**src/rtl/bomb_scheduler.sv**
```systemverilog
// Shared bomb-slot pool for both players: arbitrates place requests, runs fuses off the game tick
// and serialises expired bombs to the explosion logic. Define BOMB_SCHED_DUP_CHECK_EN to reject stacked bombs.
module bomb_scheduler #(
    parameter int unsigned SLOTS      = 6,
    parameter int unsigned FUSE_TICKS = 150,
    parameter int unsigned TW         = 8
) (
    input  logic       clk,
    input  logic       rst,
    input  logic       tick,
    input  logic       p1_req,
    input  logic [7:0] p1_coord,
    input  logic       p2_req,
    input  logic [7:0] p2_coord,
    output logic       p1_accept,
    output logic       p2_accept,
    output logic [2:0] bomb_num_1,
    output logic [2:0] bomb_num_2,
    output logic       full,
    output logic       exp_valid,
    output logic [7:0] exp_coord,
    output logic       exp_owner,
    input  logic       exp_ready
);
    localparam int unsigned IW = 3;
    localparam int unsigned CW = 8;
    localparam int unsigned NW = 3;

    typedef enum logic [1:0] {S_FREE = 2'd0, S_ARMED = 2'd1, S_PENDING = 2'd2} slot_st_t;
    typedef enum logic {E_IDLE = 1'b0, E_PRESENT = 1'b1} exp_st_t;

    slot_st_t      st_q    [SLOTS];
    slot_st_t      st_d    [SLOTS];
    logic [TW-1:0] tmr_q   [SLOTS];
    logic [TW-1:0] tmr_d   [SLOTS];
    logic          own_q   [SLOTS];
    logic          own_d   [SLOTS];
    logic [CW-1:0] coord_q [SLOTS];
    logic [CW-1:0] coord_d [SLOTS];

    exp_st_t       exp_st_q, exp_st_d;
    logic [IW-1:0] exp_idx_q, exp_idx_d;
    logic          exp_valid_d;
    logic [CW-1:0] exp_coord_d;
    logic          exp_owner_d;
    logic          exp_fire;

    logic          rr_q, rr_d;
    logic [IW-1:0] free_cnt, free0, free1, pend_idx;
    logic          pend_any;
    logic          v1, v2, same;
    logic          win1, win2;
    logic [IW-1:0] slot1, slot2;
    logic [NW-1:0] num1_d, num2_d;
    logic          full_d;

    // Scan registered slot state: lowest two FREE slots, FREE count, lowest PENDING slot.
    always_comb begin
        free_cnt = '0;
        free0    = '0;
        free1    = '0;
        pend_any = 1'b0;
        pend_idx = '0;
        for (int i = int'(SLOTS) - 1; i >= 0; i--) begin
            if (st_q[i] == S_FREE) begin
                free_cnt = free_cnt + IW'(1);
                free1    = free0;
                free0    = IW'(i);
            end
            if (st_q[i] == S_PENDING) begin
                pend_any = 1'b1;
                pend_idx = IW'(i);
            end
        end
    end

    // Request qualification (optionally rejecting cells that already hold a bomb).
    always_comb begin
        v1   = p1_req;
        v2   = p2_req;
        same = 1'b0;
`ifdef BOMB_SCHED_DUP_CHECK_EN
        for (int i = 0; i < int'(SLOTS); i++) begin
            if (st_q[i] != S_FREE) begin
                if (coord_q[i] == p1_coord) v1 = 1'b0;
                if (coord_q[i] == p2_coord) v2 = 1'b0;
            end
        end
        same = (p1_coord == p2_coord);
`endif
    end

    // Arbitration: both win when two slots are free, otherwise rr decides and flips to the loser.
    always_comb begin
        win1  = 1'b0;
        win2  = 1'b0;
        slot1 = free0;
        slot2 = free0;
        rr_d  = rr_q;
        if (free_cnt != '0) begin
            if (v1 && v2) begin
                if ((free_cnt >= IW'(2)) && !same) begin
                    win1  = 1'b1;
                    win2  = 1'b1;
                    slot2 = free1;
                end else begin
                    win1 = ~rr_q;
                    win2 = rr_q;
                    rr_d = ~rr_q;
                end
            end else begin
                win1 = v1;
                win2 = v2;
            end
        end
    end

    // Explosion FSM next state.
    always_comb begin
        exp_st_d    = exp_st_q;
        exp_idx_d   = exp_idx_q;
        exp_valid_d = exp_valid;
        exp_coord_d = exp_coord;
        exp_owner_d = exp_owner;
        exp_fire    = 1'b0;
        case (exp_st_q)
            E_IDLE: begin
                if (pend_any) begin
                    exp_st_d    = E_PRESENT;
                    exp_idx_d   = pend_idx;
                    exp_valid_d = 1'b1;
                    exp_coord_d = coord_q[pend_idx];
                    exp_owner_d = own_q[pend_idx];
                end
            end
            E_PRESENT: begin
                if (exp_ready) begin
                    exp_fire    = 1'b1;
                    exp_st_d    = E_IDLE;
                    exp_valid_d = 1'b0;
                end
            end
            default: exp_st_d = E_IDLE;
        endcase
    end

    // Slot next state: fuse countdown, release on handshake, allocation of winners.
    always_comb begin
        for (int i = 0; i < int'(SLOTS); i++) begin
            st_d[i]    = st_q[i];
            tmr_d[i]   = tmr_q[i];
            own_d[i]   = own_q[i];
            coord_d[i] = coord_q[i];
            if (tick && (st_q[i] == S_ARMED)) begin
                tmr_d[i] = tmr_q[i] - TW'(1);
                if (tmr_q[i] == TW'(1)) st_d[i] = S_PENDING;
            end
        end
        if (exp_fire) st_d[exp_idx_q] = S_FREE;
        if (win1) begin
            st_d[slot1]    = S_ARMED;
            tmr_d[slot1]   = TW'(FUSE_TICKS);
            own_d[slot1]   = 1'b0;
            coord_d[slot1] = p1_coord;
        end
        if (win2) begin
            st_d[slot2]    = S_ARMED;
            tmr_d[slot2]   = TW'(FUSE_TICKS);
            own_d[slot2]   = 1'b1;
            coord_d[slot2] = p2_coord;
        end
    end

    always_comb begin
        full_d = 1'b1;
        for (int i = 0; i < int'(SLOTS); i++) begin
            if (st_d[i] == S_FREE) full_d = 1'b0;
        end
        num1_d = bomb_num_1 + NW'(win1) - NW'(exp_fire && !exp_owner);
        num2_d = bomb_num_2 + NW'(win2) - NW'(exp_fire && exp_owner);
    end

    always_ff @(posedge clk or posedge rst) begin
        if (rst) begin
            for (int i = 0; i < int'(SLOTS); i++) begin
                st_q[i]    <= S_FREE;
                tmr_q[i]   <= '0;
                own_q[i]   <= 1'b0;
                coord_q[i] <= '0;
            end
            exp_st_q   <= E_IDLE;
            exp_idx_q  <= '0;
            exp_valid  <= 1'b0;
            exp_coord  <= '0;
            exp_owner  <= 1'b0;
            rr_q       <= 1'b0;
            p1_accept  <= 1'b0;
            p2_accept  <= 1'b0;
            bomb_num_1 <= '0;
            bomb_num_2 <= '0;
            full       <= 1'b0;
        end else begin
            for (int i = 0; i < int'(SLOTS); i++) begin
                st_q[i]    <= st_d[i];
                tmr_q[i]   <= tmr_d[i];
                own_q[i]   <= own_d[i];
                coord_q[i] <= coord_d[i];
            end
            exp_st_q   <= exp_st_d;
            exp_idx_q  <= exp_idx_d;
            exp_valid  <= exp_valid_d;
            exp_coord  <= exp_coord_d;
            exp_owner  <= exp_owner_d;
            rr_q       <= rr_d;
            p1_accept  <= win1;
            p2_accept  <= win2;
            bomb_num_1 <= num1_d;
            bomb_num_2 <= num2_d;
            full       <= full_d;
        end
    end

endmodule
```
**config.mk**
```make
export PLATFORM = sky130hd
export DESIGN_NAME = bomb_scheduler
export DESIGN_NICKNAME = d
export VERILOG_FILES = /design/src/rtl/bomb_scheduler.sv
export SDC_FILE = /design/constraint.sdc
export NUM_CORES = 1
export LEC_CHECK = 0
export BUFFER_PORTS_ARGS = -buffer_cell sky130_fd_sc_hd__buf_2
export CAP_MARGIN = 20
export CELL_PAD_IN_SITES_DETAIL_PLACEMENT = 2
export CELL_PAD_IN_SITES_GLOBAL_PLACEMENT = 2
export CORE_MARGIN = 10
export CORE_UTILIZATION = 25
export CTS_CLUSTER_SIZE = 8
export DETAILED_ROUTE_END_ITERATION = 16
export PLACE_DENSITY_LB_ADDON = 0.1
export SLEW_MARGIN = 25
export SYNTH_ARGS = -nofsm -noshare
export SYNTH_HDL_FRONTEND = slang
export SYNTH_SLANG_ARGS = --single-unit
```
**constraint.sdc**
```tcl
create_clock -name clk -period 4.4 [get_ports clk]
set_input_delay 0.66 -clock clk [delete_from_list [all_inputs] [get_ports clk]]
set_output_delay 0.66 -clock clk [all_outputs]
set_load 0.005 [all_outputs]
```
# Word-level counts from Yosys, hierarchy flattened
# Cells that the tools add are included.
# op_classes
n_addsub	15
n_lt_le_gt_ge	8
eq_ne	20
muxes	101
bitwise_logic	24
n_reduce_logical	29
# ops
cell	count
2-to-1 mux 48 bit	4
bitwise mux 48 bit	2
2-to-1 mux 8 bit	10
2-to-1 mux 3 bit	25
bitwise AND 24 bit	2
demux 8 bit (select 3 bit)	2
== test 8 x 1 -> 1 bit, second input constant	6
inverter 24 bit	2
bitwise OR 24 bit	2
subtractor 8 x 1 -> 8 bit, second input constant	6
2-to-1 mux 12 bit	3
2-to-1 mux 2 bit	15
2-to-1 mux 1 bit	29
binary-select mux 8 bit (select 3 bit)	1
logical NOT 2 bit	12
bitwise AND 6 bit	3
demux 2 bit (select 3 bit)	3
inverter 6 bit	3
bitwise OR 6 bit	3
>= comparator 4 bit, second input constant	4
inverter 3 -> 4 bit	4
adder 3 x 1 -> 3 bit, second input constant	5
bitwise AND 12 bit	1
== test 2 x 1 -> 1 bit, second input constant	6
17 further kinds	44
# word_totals
reg_bits	138
in_bits	22
out_inout_bits	19
wordCells	232

# Depth between registers and ports, before layout
# depth
ltp_word	31
mapped_depth	24
ltp_nobuf	24

# Least setup slack after synthesis
# OpenSTA, ideal clock, no wires.
# synth_path
path_kind	register to register
from	register st_q[1] (netlist name)
to	register bomb_num_1[2]
setup_ps	123
arrival_ps	4505
required_ps	4277
setup_slack_ps	-228
stages_incl_launch_ff	25
n_path_buf	0
synth_period_minus_slack_ps	4628
cell_sequence	dfrtp_1 > nor2_1 > inv_1 > ha_1 > or3_1 > nand2_1 > ha_1 > nor3_1 > a31oi_4 > ha_1 > nand2_1 > nand2_1 > ha_1 > nor3b_1 > xnor2_1 > xnor2_2 > o211ai_2 > nand2_1 > ha_1 > inv_1 > ha_1 > inv_1 > fa_1 > xnor2_1 > xnor2_1
# synth_via
elab_chain_cells	18
word_cells_on_any_way	19
cone_classes	add/sub (7); order compare (1); mux (9); reduce/logical (2)
# synth_rtl
item	line	source
start, declared	32	slot_st_t st_q [SLOTS];
start signal, assigned by index	204	st_q[i] <= st_d[i];
logical NOT 2 bit *	65	if (st_q[i] == S_FREE) begin
2-to-1 mux 1 bit *	65	
adder 3 x 1 -> 3 bit	66	free_cnt = free_cnt + IW'(1);
2-to-1 mux 3 bit *	65	
adder 3 x 1 -> 3 bit	66	
2-to-1 mux 3 bit *	65	
adder 3 x 1 -> 3 bit	66	
2-to-1 mux 3 bit *	65	
[3 not listed]	n/a	
2-to-1 mux 3 bit *	65	
>= comparator 3 x 2 -> 1 bit	102	if ((free_cnt >= IW'(2)) && !same) begin
2-to-1 mux 1 bit	102	
2-to-1 mux 1 bit	101	if (v1 && v2) begin
2-to-1 mux 1 bit *	100	if (free_cnt != '0) begin
adder 3 x 1 -> 3 bit *	179	num1_d = bomb_num_1 + NW'(win1) - NW'(exp_fire && !exp_owner);
subtractor 3 x 1 -> 3 bit *	179	
via num1_d[2]	54	logic [NW-1:0] num1_d, num2_d;
end signal, assigned	217	bomb_num_1 <= num1_d;
end, declared	17	output logic [2:0] bomb_num_1,
# Mark *: on every way through the listed nets, which the timed path passes. The rest lies on a longest branch.
# A chain may end at the register's enable or synchronous reset.

# Final worst setup path
# layout_path
from	register st_q[0] (netlist name)
to	register full
# layout_via
elab_chain_cells	31
word_cells_on_any_way	72
cone_classes	add/sub (5); order compare (5); eq/ne (1); mux (41); bitwise (9); reduce/logical (11)
# layout_rtl
item	line	source
logical NOT 2 bit	65	
2-to-1 mux 1 bit	65	
adder 3 x 1 -> 3 bit	66	
2-to-1 mux 3 bit	65	
adder 3 x 1 -> 3 bit	66	
2-to-1 mux 3 bit	65	
adder 3 x 1 -> 3 bit	66	
2-to-1 mux 3 bit	65	
[12 not listed]	n/a	
demux 2 bit (select 3 bit)	167	st_d[slot2] = S_ARMED;
inverter 6 bit (no line)	n/a	
bitwise AND 6 bit (no line)	n/a	
2-to-1 mux 12 bit *	166	if (win2) begin
logical NOT 2 bit	177	if (st_d[i] == S_FREE) full_d = 1'b0;
2-to-1 mux 1 bit (5 in a row)	177	
2-to-1 mux 1 bit *	177	
via full_d	55	logic full_d;
end signal, assigned	219	full <= full_d;
end, declared	19	output logic full,
# Marks and branches as above.

==> results.yml <==
run_status:
  status: "finished, final reports clean"
yosys:
  synth_common_cells: "dfrtp_1 (138), nor2_1 (90), nand2_1 (75)"
  synth-edff-count: 0
  synthCells: 783
  yosys_register_bits: 138
  yosysMostFrequentCell: "dfrtp_1"
  yosysTopAreaCell: "dfrtp_1"
  synth_top_cell_area_share_pct: 44.3
  synthesis.nets: 829
  seq_area_frac_synth_pct: 44.3
  synth_top_flop_cell: "dfrtp_1"
  yosys.cell_types.count: 70
  async_flop_share_pct: 100
  netlist_area_um2: 7790
  synth_area_leaders: "dfrtp_1 (44%), mux2i_1 (5.1%), xnor2_1 (4.8%)"
  avgSynthCellArea_um2: 9.95
  yosysWarnings: 0
floorplanning:
  coreArea_um2: 30700
  rows: 64
  die_h_um: 197
  die_x_um: 197
  die-area_um2: 38600
  initial_core_util_pct: 25.4
  io-pin-count: 41
clock_network:
  path_clk_slew_ps: 70
  ctsRootBufferMaster: "clkbuf_16"
  htree_levels: 4
  clk_latency_ps: 440
  cts_made_buffers: 17
  clockBufferDepth: 2
  cts_num_sinks: 138
  holdBufCountCts: 0
  cts_tree: "built"
critical_path:
  worstPathArrival_ps: 4720
  cp_slowest_stage_delay_ps: 400
  cp_top_family: "simple AND/OR/NAND/NOR gates"
  cpMaxStageDelayCell: "dfrtp_1"
  crit_required_ps: 4720
  critPathCaptureType: "register"
  crit_type: "reg2reg"
  path_cells: "nor2_2 > inv_1 > ha_4 > or3_4 > nand2_4 > ha_4 > nor3_4 > a31oi_4 > ha_4 > nand2_2 > nand2_2 > ha_4 > nor3b_4 > xnor2_1 > buf_4 > xnor2_4 > buf_6 > o211ai_1 > nand3_4 > o211ai_1 > nand4_1 > a2111oi_4"
  cp_common_cell: "ha_4"
  worst_setup_path_start_kind: "register"
  cp_max_fo: 8
  critPathBufInv: 3
timing:
  maxSlewHeadroom_pct: 31.5
  setup_viol: 0
  period_needed_ps: 4390
  max_freq_ghz: 0.228
  skew_ps: 13.7
  slew_violations: 0
  setup_ws_ps: 5.53
  hold_viol_final: 0
  worst_pin_slew_ps: 1030
  rsz0062_at_grt: "yes"
  min_period_over_period_pct: 99.9
pwr:
  power_leakage_nw: 4.41
  max-vdd-ir-drop_mv: 0.300
  design_power_total_w: 0.00957
  powerDensity_nw_per_um2: 921
global_routing:
  first_global_vias: 7264
  grt_max_degree: 97
  overflow: 0
  antenna_found_initial: 0
  grt.total_usage_pct: 14.3
  grt_pass1_wl_um: 43300
min_path:
  hp-class: "in2async"
detailed_routing:
  post-route-drc-count: 0
  vias: 6355
  drt_iter0_drc: 207
  vias_per_cell: 4.92
  drtAntennaViolNets: 0
  wl_um: 28100
  firstDrtPassIters: 4
  drt-wirelength-per-cell_um: 21.8
layout:
  drive_above_1_share_pct: 36.3
  area_growth_pct: 33.3
  antennaDiodeCount: 0
  final_nets: 928
placement:
  preCtsSetupSlack_ps: -340
  place.gp.congestion: 0.835
  dp_hpwl_um: 19400
  port_buffers: 40
flow_run:
  drv_cap: 0
==> cells in the final DEF (no fill, tap or decap), types with 15 or more instances in the layout <==
| master | n |
|---|---|
| nor2_4 | 22 |
| buf_4 | 55 |
| nor2_1 | 60 |
| xnor2_1 | 39 |
| ha_1 | 15 |
| a21oi_2 | 22 |
| a21oi_1 | 15 |
| buf_2 | 40 |
| nand2_1 | 64 |
| nor3_1 | 17 |
| o21ai_0 | 15 |
| clkbuf_16 | 20 |
| inv_1 | 39 |
| mux2i_1 | 39 |
| dfrtp_1 | 138 |
==> power breakdown <==
group | total [W] | switching, W | internal [W]
clock network | 0.00166 | 0.000658 | 0.000999
logic | 0.00558 | 0.00302 | 0.00256
registers | 0.00233 | 0.000462 | 0.00187
total | 0.00957 | 0.00414 | 0.00543
==> timing repair <==
item,in CTS,in global routing
cloned,0,3
gates resized for setup,28,138
setup buffers,9,15
endpoints found under the setup margin,109,103
pin swaps,17,33
==> path summary, 6_finish.rpt <==
kind                          startpoint            end  slack (ps)  depth (start not counted)
max                              st_q[0]           full           6                         22
max in group asynchronous            rst    coord_q[27]        3210                          3
min in group clk           bomb_num_2[2]  bomb_num_2[2]         470                          1
max reg2reg                      st_q[0]           full           6                         22
min                                  rst      tmr_q[29]         310                          2
min reg2reg                bomb_num_2[2]  bomb_num_2[2]         470                          1
==> sequential cells by signal (all words and copies together), names as in the netlist <==
register    count
bomb_num_1      3
bomb_num_2      3
coord_q        48
exp_coord       8
exp_idx_q       3
exp_owner       1
exp_st_q        1
exp_valid       1
full            1
own_q           6
p1_accept       1
p2_accept       1
rr_q            1
st_q           12
tmr_q          48
==> metal layers <==
metal	up-vias	track usage [%]	routed length, µm
li1	2933	-	-
met1	3341	19.0	13100
met2	55	23.8	13900
met3	26	1.78	574
met4	0	4.47	486
met5	-	0	0
==> cell type report <==
cell class / count / area, µm²
inverter: 45 / 179
fill: 3307 / 20300
tap: 396 / 495
clock inverter: 13 / 203
multi-input combinational: 563 / 4620
clock buffer: 19 / 453
timing repair buffer: 117 / 983
sequential: 138 / 3450
==> stage by stage <==
step	utilization [%]	instance area, µm²	hold WS [ps]	setup TNS, ps	instances
final	33.9	10400	314	0	1291
after global routing	33.9	10400	366	-5520	1291
after CTS	31.5	9670	468	0	1275
after detailed placement	28.7	8790	463	-11490	1234
after global placement	28.6	8780	456	-314	1234
after floorplan	-	7820	442	-12.1	783
==> cells by family after synthesis <==
group                    after synthesis  share of synthesized area (%)
AND/OR/NAND/NOR                      289                           18.4
flip-flops                           138                           44.3
AO/OA/AOI/OAI                        134                           12.3
buffers and inverters                 82                           4.87
multiplexers                          61                           9.48
XOR/XNOR                              55                           6.57
adder cells (fa/ha/maj)               24                           4.05
(Power assumes the default switching activity.)
